[src/rtl/fetch_aligner.sv]
// fetch_aligner: instruction-side reader of the program memory.
// Issues word-aligned fetch addresses and splits the returned 32-bit
// little-endian word stream into whole RV32I / RVC instructions, including
// 32-bit instructions that straddle a word boundary. Results reach decode
// through a registered valid/ready handshake. Redirects from branch/jump
// resolution override everything else.
//
// Build option: define FETCH_ALIGN_RVC_EN for full compressed-instruction
// support (ALIGNED/HOLD/SKIP states). When it is undefined, every
// instruction is 32-bit, out_is_rvc is tied low and redirect targets are
// forced word-aligned.
module fetch_aligner #(
    parameter logic [31:0] RESET_PC = 32'h0000_0000
) (
    input  logic        clk,
    input  logic        reset_n,
    output logic [31:0] mem_addr,
    input  logic [31:0] mem_rdata,
    input  logic        redirect_valid,
    input  logic [31:0] redirect_pc,
    output logic        out_valid,
    input  logic        out_ready,
    output logic [31:0] out_instr,
    output logic [31:0] out_pc,
    output logic        out_is_rvc
);

    // PC of the next instruction to emit, and the word address being read.
    logic [31:0] pc;
    logic [31:0] fetch_addr;
    logic        adv;

    // The output register may be refilled when it is empty or being taken.
    assign adv      = !out_valid || out_ready;
    assign mem_addr = fetch_addr;

`ifdef FETCH_ALIGN_RVC_EN

    localparam logic [1:0] ALIGNED = 2'd0;  // pc[1]=0
    localparam logic [1:0] HOLD    = 2'd1;  // pc[1]=1, upper half held
    localparam logic [1:0] SKIP    = 2'd2;  // pc[1]=1, nothing held yet

    logic [1:0]  state;
    logic [15:0] hold;
    logic        hold_valid;
    logic        hold_is_rvc;
    logic        rdata_is_rvc;
    logic        unused_redirect_bit;

    // Halfword targets are 2-byte aligned, so bit 0 carries no information.
    assign unused_redirect_bit = redirect_pc[0];

    // A 32-bit instruction always has 2'b11 in the low two bits of its low half.
    assign hold_is_rvc  = hold[1:0] != 2'b11;
    assign rdata_is_rvc = mem_rdata[1:0] != 2'b11;

    // Alignment state machine, halfword buffer and registered output stage.
    // NOTE: every register here is written with <= so all next-state terms
    // see the values from before this edge, regardless of statement order.
    always_ff @(posedge clk or negedge reset_n) begin
        if (!reset_n) begin
            state      <= ALIGNED;
            pc         <= RESET_PC;
            fetch_addr <= RESET_PC;
            hold       <= 16'h0;
            hold_valid <= 1'b0;
            out_valid  <= 1'b0;
            out_instr  <= 32'h0;
            out_pc     <= 32'h0;
            out_is_rvc <= 1'b0;
        end else if (redirect_valid) begin
            // Redirect beats any handshake; the pending output is discarded.
            out_valid  <= 1'b0;
            pc         <= {redirect_pc[31:1], 1'b0};
            fetch_addr <= {redirect_pc[31:2], 2'b00};
            hold_valid <= 1'b0;
            state      <= redirect_pc[1] ? SKIP : ALIGNED;
        end else if (state == SKIP) begin
            // Only the upper half of this word belongs to the target stream.
            hold       <= mem_rdata[31:16];
            hold_valid <= 1'b1;
            fetch_addr <= fetch_addr + 32'd4;
            state      <= HOLD;
        end else if (adv) begin
            out_valid <= 1'b1;
            out_pc    <= pc;
            if (state == HOLD && hold_valid) begin
                if (hold_is_rvc) begin
                    // Held half is a full instruction; the current word stays put.
                    out_instr  <= {16'h0, hold};
                    out_is_rvc <= 1'b1;
                    pc         <= pc + 32'd2;
                    hold_valid <= 1'b0;
                    state      <= ALIGNED;
                end else begin
                    // Straddling instruction: held half is low, new word supplies high.
                    out_instr  <= {mem_rdata[15:0], hold};
                    out_is_rvc <= 1'b0;
                    pc         <= pc + 32'd4;
                    hold       <= mem_rdata[31:16];
                    fetch_addr <= fetch_addr + 32'd4;
                end
            end else if (rdata_is_rvc) begin
                out_instr  <= {16'h0, mem_rdata[15:0]};
                out_is_rvc <= 1'b1;
                pc         <= pc + 32'd2;
                hold       <= mem_rdata[31:16];
                hold_valid <= 1'b1;
                fetch_addr <= fetch_addr + 32'd4;
                state      <= HOLD;
            end else begin
                out_instr  <= mem_rdata;
                out_is_rvc <= 1'b0;
                pc         <= pc + 32'd4;
                fetch_addr <= fetch_addr + 32'd4;
            end
        end
    end

`else

    logic [1:0] unused_redirect_bits;

    // Without compressed support every target is forced word-aligned.
    assign unused_redirect_bits = redirect_pc[1:0];
    assign out_is_rvc           = 1'b0;

    // Word-per-instruction fetch with a registered output stage.
    // NOTE: every register here is written with <= so all next-state terms
    // see the values from before this edge, regardless of statement order.
    always_ff @(posedge clk or negedge reset_n) begin
        if (!reset_n) begin
            pc         <= RESET_PC;
            fetch_addr <= RESET_PC;
            out_valid  <= 1'b0;
            out_instr  <= 32'h0;
            out_pc     <= 32'h0;
        end else if (redirect_valid) begin
            out_valid  <= 1'b0;
            pc         <= {redirect_pc[31:2], 2'b00};
            fetch_addr <= {redirect_pc[31:2], 2'b00};
        end else if (adv) begin
            out_valid  <= 1'b1;
            out_pc     <= pc;
            out_instr  <= mem_rdata;
            pc         <= pc + 32'd4;
            fetch_addr <= fetch_addr + 32'd4;
        end
    end

`endif

endmodule
[config.mk]
export PLATFORM = sky130hd
export DESIGN_NAME = fetch_aligner
export DESIGN_NICKNAME = d
export VERILOG_FILES = /design/src/rtl/fetch_aligner.sv
export SDC_FILE = /design/constraint.sdc
export NUM_CORES = 1
export LEC_CHECK = 0
export CORE_UTILIZATION = 53
export DETAILED_ROUTE_END_ITERATION = 8
export GPL_TIMING_DRIVEN = 0
export PLACE_DENSITY = 0.95
export RECOVER_POWER = 100
export SETUP_SLACK_MARGIN = 0.2
export SYNTH_ARGS = -nofsm -noshare
export SYNTH_HDL_FRONTEND = slang
export SYNTH_SLANG_ARGS = --single-unit
[constraint.sdc]
create_clock -name clk -period 4.4 [get_ports clk]
set_clock_uncertainty 0.1 [all_clocks]
set_input_delay 0.88 -clock clk [delete_from_list [all_inputs] [get_ports clk]]
set_output_delay 0.88 -clock clk [all_outputs]
set_load 0.01 [all_outputs]
==> key figures, run 1 <==
Pwr
  • Reg power frac: 39.4%
  • Power Total: between 3 and 4 mW
  • P_int: 2.610 mW
  • Switching Fraction: 28.16%
  • Psw: 1.023 mW
  • Max VDD drop: 0.2786 mV
  • Comb pwr share: about a fifth
  • Leakage: 3.379 nW
  • PwrDens: 423.3 nW/µm²
  • Clock power frac: 39.8%

Clocking
  • CTS sink count: about 120
  • Cts bufs inserted: 17
  • Hold_buf cts: 0
  • Clock root cell: clkbuf_16
  • Post-CTS resize count: 0
  • Clk slew on worst S/H paths: 0.06 ns
  • Clk buf depth: 2
  • Htree depth: 4
  • CTS tree: built
  • Worst-Skew Late Latency: 0.42 ns
  • Number of post-CTS setup repair buffers: 0

Yosys
  • Synth Area in Adders: less than 1%
  • Unique masters post-synth: 51
  • Multiplexer share of the synthesized area: 13.03%
  • Syn_area_per_cell: 11.02 µm²
  • Prevailing post-synth register cell: dfrtp_1
  • Seq/Total Area, Yosys: 49.63%
  • Xor/xnor share of the synthesized area: 1.836%
  • Simple-Gate Fraction of Synth Area: 21.57%
  • Post-Synthesis Cells: 563
  • Syn Std Cell Area: 6202 µm²
  • Compound-cell area share of the yosys netlist: 9.966%
  • Synth Warn #: 0
  • Asr flop ratio synth: between 90% and 100%
  • Largest family of logic cells by synthesized area: simple AND/OR/NAND/NOR gates
  • Number of enable flip-flop cells after synthesis: 0
  • Yosys reg bits: 123

STA
  • Final-report max-slew violation count: 73
  • Setup TNS: 0 ns
  • Final Cycle Share: 71.39%
  • Period minus WS final: 3.141 ns
  • Final hold violation count: 0
  • WHS: 0.2925 ns
  • Worst Tran Pin Value: around 1.7 ns
  • Normalized max-slew margin: -15.61%
  • FMAX: 318.3 MHz
  • # setup viols final: 0
  • RSZ-0062 raised after global routing: false

Detailed routing
  • Vias: between 5000 and 6000
  • DR pass1 iterations: 5
  • WL final: 19.10 mm
  • 1st-iter DRT viols: 673
  • Via density: 6.425
  • Residual DRC: 0
  • Antenna viol nets, final: 0
  • Wire per inst: 21.20 µm

Critical path
  • Cells along the critical path: dlygate4sd3_1, nor2b_1, clkbuf_1, nor2_1, clkbuf_1, mux2_1
  • Max incr delay on CP: around 0.59 ns
  • Critical R2R Launch: out_valid
  • Worst reg2reg endpoint: out_instr[1]
  • Crit path launch type: primary input
  • Worst setup path category: primary input to register
  • Most used cell, CP: clkbuf_1
  • Worst Reg-to-Reg Cells: 5
  • Req. time, crit path: 4.59 ns
  • Worst EP arrival: between 3 and 4 ns
  • Crit. End Element: register
  • CP max stage cell: dlygate4sd3_1
  • Crit Path Max Fanout: 10
  • R2r setup slk: 1.83 ns

Cells and area
  • Share of layout cells above drive strength 1: around 17%
  • Most frequent cells in the layout: dfrtp_1, dlygate4sd3_1, mux2_2
  • Most common cell after layout, fill and taps aside: dfrtp_1
  • P&R area growth vs syn: 38.41%
  • Fin util: 75.18%
  • Fillcell total: 769
  • Diode count: 0
  • Design area: 8584 µm²
  • Nets: 815

GRT
  • GRT Residual Overflow: 0
  • GRT Total Usage: between 30% and 40%
  • Pin count of the biggest net entering global routing: 73
  • Vias in the first global route: 5455
  • First-pass GRT wire length: 29.01 mm
  • Initial antenna violation count: 0

Die
  • Core Area: about 11000 µm²
  • Die W: 110.2 µm
  • Cell Rows: 39
  • Die area: between 10000 and 15000 µm²
  • Die Y: 110.2 µm
  • Initial Util: 54.32%
  • IO Count: 166

Run
  • Max cap viols: 1

Placement
  • Port bufs: approximately 160
  • Final GP Congestion: 0.9177
  • Placed Area: 8006 µm²
  • Post-DP HPWL: between 10 and 15 mm

Min path
  • Worst Hold Class: primary input to async pin

Outcome
  • Violated checks: capacitance limit, slew limit
  • Status: complete, but fails checks
## state kept, by name (all words and copies together) (netlist names)
name	count
mem_addr	30
out_instr	32
out_pc	30
out_valid	1
pc	30
## how the worst max path moves through the flow
stage                    from       endpoint  slack, ns  depth (start not counted)
detailed placement  out_ready  out_instr[13]       1.24                          6
finish              out_ready   out_instr[7]       1.26                          6
global route        out_ready   out_instr[7]       1.16                          6
global placement      reset_n  out_instr[15]      -2.20                          1
floorplan           out_ready          pc[4]       2.21                          6
CTS                 out_ready   out_instr[2]       1.65                          6
## metal layers
metal / part of all wire [%] / GRT usage [%]
met2: 46 / 50.80
met5: 0 / 0
met1: 40 / 42.12
met3: 10 / 7.349
met4: 3.9 / 15.79
## worst max-delay path: cells and delay by family
kind,cells,cell delay [ns]
simple gates,2,0.65
mux,1,0.40
buf+inv,3,1.39
## power groups by stage
stage	registers (mW)	logic [mW]	clock network [mW]
after detailed placement	1.45	0.799	0
final	1.43	0.756	1.45
after floorplan	1.47	0.320	0
after global placement	1.44	0.774	0
after global routing	1.45	0.813	1.50
after CTS	1.43	0.806	1.44
## cell usage after synthesis, types with 13 or more instances
master / count / area [µm²]
nand2_1: 29 / 108.9
nand3_1: 25 / 125.1
mux2_2: 70 / 788.3
buf_2: 15 / 75.07
clkbuf_1: 16 / 60.06
nor4_1: 23 / 143.9
o31ai_1: 14 / 105.1
and4_1: 15 / 131.4
nor2_1: 28 / 105.1
nand4_1: 15 / 93.84
xnor2_1: 13 / 113.9
a31oi_1: 18 / 112.6
nor3_1: 19 / 95.09
a311oi_1: 19 / 166.4
and3_1: 14 / 87.58
dfrtp_1: 123 / 3078
## final cells by class
cell class	count	area (µm²)	area share, %
plain buffers	40	195.2	2.274
clock buffers	20	466.7	5.437
clock inverters	12	145.1	1.691
inverters	3	11.26	0.1312
multi-input cells	401	2922	34.03
flip-flops and latches	123	3078	35.85
well taps	143	178.9	2.084
repair buffers	159	1588	18.50
## metrics by stage
step	instances	worst slack, ns
3_3_place_gp	868	-2.195
5_1_grt	901	1.164
4_1_cts	901	1.649
6_report	901	1.259
3_5_place_dp	869	1.242
2_1_floorplan	567	2.209
## cells by family after synthesis
| group | count (synthesis) |
|---|---|
| and+or+nand+nor | 224 |
| AOI/OAI and AO/OA | 85 |
| DFF | 123 |
| muxes | 72 |
| xor gates and xnor gates | 13 |
| other | 1 |
| buffers and inverters | 43 |
| adders and majority gates | 2 |
Note: power is estimated with default switching activity, not from simulation.
==> inputs of run 2 (changes only) <==
CORE_UTILIZATION = 49   (was 53)
PLACE_DENSITY = 0.93   (was 0.95)
clock period = 3.2 ns   (was 4.4 ns; I/O delays follow)
==> run 2 against run 1 <==
The run still ends with capacitance limit, slew limit left. Clock power grew 25%. Non-clock buffer count is the same. Wire length grew 1.9%. Worst setup slack lost 0.86 ns. Die area grew 8.0%. Hold slack gained 0.11 ns. Utilization shrank 4.7 points. Critical path depth is the same. Combinational power grew 39%. Cell area shrank 0.10%. Sequential power grew 37%. Cell count grew 2.8%. Critical path type unchanged. Critical endpoint is now pc[23]. Largest cell class unchanged.
==> key figures, run 2 (same netlist as run 1, synthesis figures left out) <==
Outcome
  • Violated checks: capacitance limit, slew limit
  • Status: complete, but fails checks

Cells and area
  • Finished Layout Cells: ~930
  • Share of layout cells above drive strength 1: 16.89%
  • Most frequent cells in the layout: dfrtp_1, dlygate4sd3_1, mux2_2
  • Fillcell total: 874
  • Largest register FFs: 32
  • Diode count: 0
  • Nets: 815
  • Most common cell after layout, fill and taps aside: dfrtp_1
  • Most flop-heavy register: out_instr
  • P&R area growth vs syn: 38.27%
  • Fin util: a little over two thirds

Pwr
  • Reg power frac: 40.7%
  • Max VDD drop: 0.4433 mV
  • Switching Fraction: 29.20%
  • Leakage: between 3 and 4 nW
  • Comb pwr share: 21.8%
  • P_int: 3.417 mW
  • Psw: 1.410 mW
  • Clock power frac: 37.5%
  • Power Total: 4.827 mW
  • PwrDens: between 500 and 600 nW/µm²

Die
  • Die Y: 114.5 µm
  • IO Count: 166
  • Die area: 13110 µm²
  • Cell Rows: 40
  • Die W: 114.5 µm
  • Initial Util: 51.00%
  • Core Area: 12160 µm²

Clocking
  • CTS tree: built
  • Number of post-CTS setup repair buffers: 0
  • Clk slew on worst S/H paths: 0.05 ns
  • Post-CTS resize count: 0
  • Clock root cell: clkbuf_16
  • Cts bufs inserted: 17
  • CTS sink count: about 120
  • Hold_buf cts: 0
  • Worst-Skew Late Latency: 0.42 ns
  • Clk buf depth: 2
  • Htree depth: 4

STA
  • FMAX: 356.8 MHz
  • Final setup margin: 0.3975 ns
  • Period minus WS final: 2.803 ns
  • Final hold violation count: 0
  • Setup TNS: 0 ns
  • RSZ-0062 raised after global routing: false
  • Normalized max-slew margin: -63.86%
  • Final Cycle Share: between 80 and 90%
  • Final-report max-slew violation count: 42
  • Worst Tran Pin Value: between 2 and 2.5 ns
  • # setup viols final: 0

Placement
  • Placed cell count: 894
  • Dpl ws: about 0.18 ns
  • Final GP Congestion: 1.014
  • Post-DP HPWL: 14.05 mm
  • Port bufs: 158

Min path
  • Worst Hold Class: register to register

Critical path
  • Crit Path Max Fanout: 10
  • Crit path launch type: primary input
  • Worst setup path category: primary input to register
  • Crit. End Element: register
  • Req. time, crit path: between 3 and 4 ns
  • Worst EP arrival: 3.04 ns

Detailed routing
  • Antenna viol nets, final: 0
  • Via density: 6.215
  • Vias: 5755
  • DR pass1 iterations: 6
  • 1st-iter DRT viols: between 500 and 600
  • Residual DRC: 0
  • WL final: approximately 20 mm
  • Wire per inst: about 21 µm

GRT
  • GRT Residual Overflow: 0
  • Pin count of the biggest net entering global routing: 83
  • Initial antenna violation count: 0
  • GRT Total Usage: 31.34%
  • First-pass GRT wire length: 30.94 mm
  • Vias in the first global route: 5846

Run
  • Max cap viols: 1
==> run 2: cell count changes in the layout (fill, tap and decap cells not counted) <==
cell | previous run | this run
clkbuf_1 | 26 | 29
clkinv_4 | 0 | 3
clkbuf_8 | 3 | 2
bufinv_16 | 3 | 1
buf_6 | 1 | 0
buf_16 | 0 | 1
clkinvlp_4 | 4 | 2
clkbuf_2 | 1 | 0
==> run 2: power by group through the flow <==
| stage | sequential, mW | combinational (mW) | clock [mW] |
|---|---|---|---|
| 6_report | 1.96 | 1.05 | 1.81 |
| 4_1_cts | 1.97 | 1.12 | 1.82 |
| 3_3_place_gp | 1.97 | 1.07 | 0 |
| 2_1_floorplan | 2.02 | 0.440 | 0 |
| 5_1_grt | 1.99 | 1.13 | 1.88 |
| 3_5_place_dp | 1.99 | 1.11 | 0 |
==> run 2: final cells by class <==
class,instances,area (µm²),area share [%]
plain buffers,40,195.2,2.276
clock buffers,21,460.4,5.369
clock inverters,11,96.34,1.123
inverters,3,11.26,0.1313
multi-input cells,401,2922,34.07
flip-flops and latches,123,3078,35.89
well taps,168,210.2,2.451
repair buffers,159,1603,18.69
==> run 2: routing by layer <==
metal  vias to the layer above  share of wire, %  GRT usage [%]
met5                         -                 0              0
met1                      2827                38          38.69
met4                         0               4.3          16.71
met3                        65               8.1          6.670
met2                       345                49          51.64
li1                       2518                 -              -
==> run 2: worst max-delay path, stage by stage <==
cell and delay (ns):
dlygate4sd3_1 0.57, nand2b_1 0.22, clkbuf_1 0.45, nand3_1 0.42, or4_1 0.52, a31oi_1 0.20
==> run 2: per-stage QoR <==
step	hold slack (ns)	area [µm²]
floorplan	0.2444	6217
global placement	0.3867	8009
detailed placement	0.3949	8038
CTS	0.04316	8594
global route	0.4135	8576
finish	0.3988	8576
==> run 2: worst paths after layout <==
check                           startpoint            end  slack, ns  cells past startpoint
worst min-delay path            out_pc[11]     out_pc[11]       0.40                      1
worst min register to register  out_pc[11]     out_pc[11]       0.40                      1
max in group asynchronous          reset_n   mem_addr[22]       0.72                      1
worst max-delay path             out_ready         pc[23]       0.40                      6
worst max register to register   out_valid  out_instr[27]       0.82                      5
min in group asynchronous          reset_n         pc[14]       0.87                      1
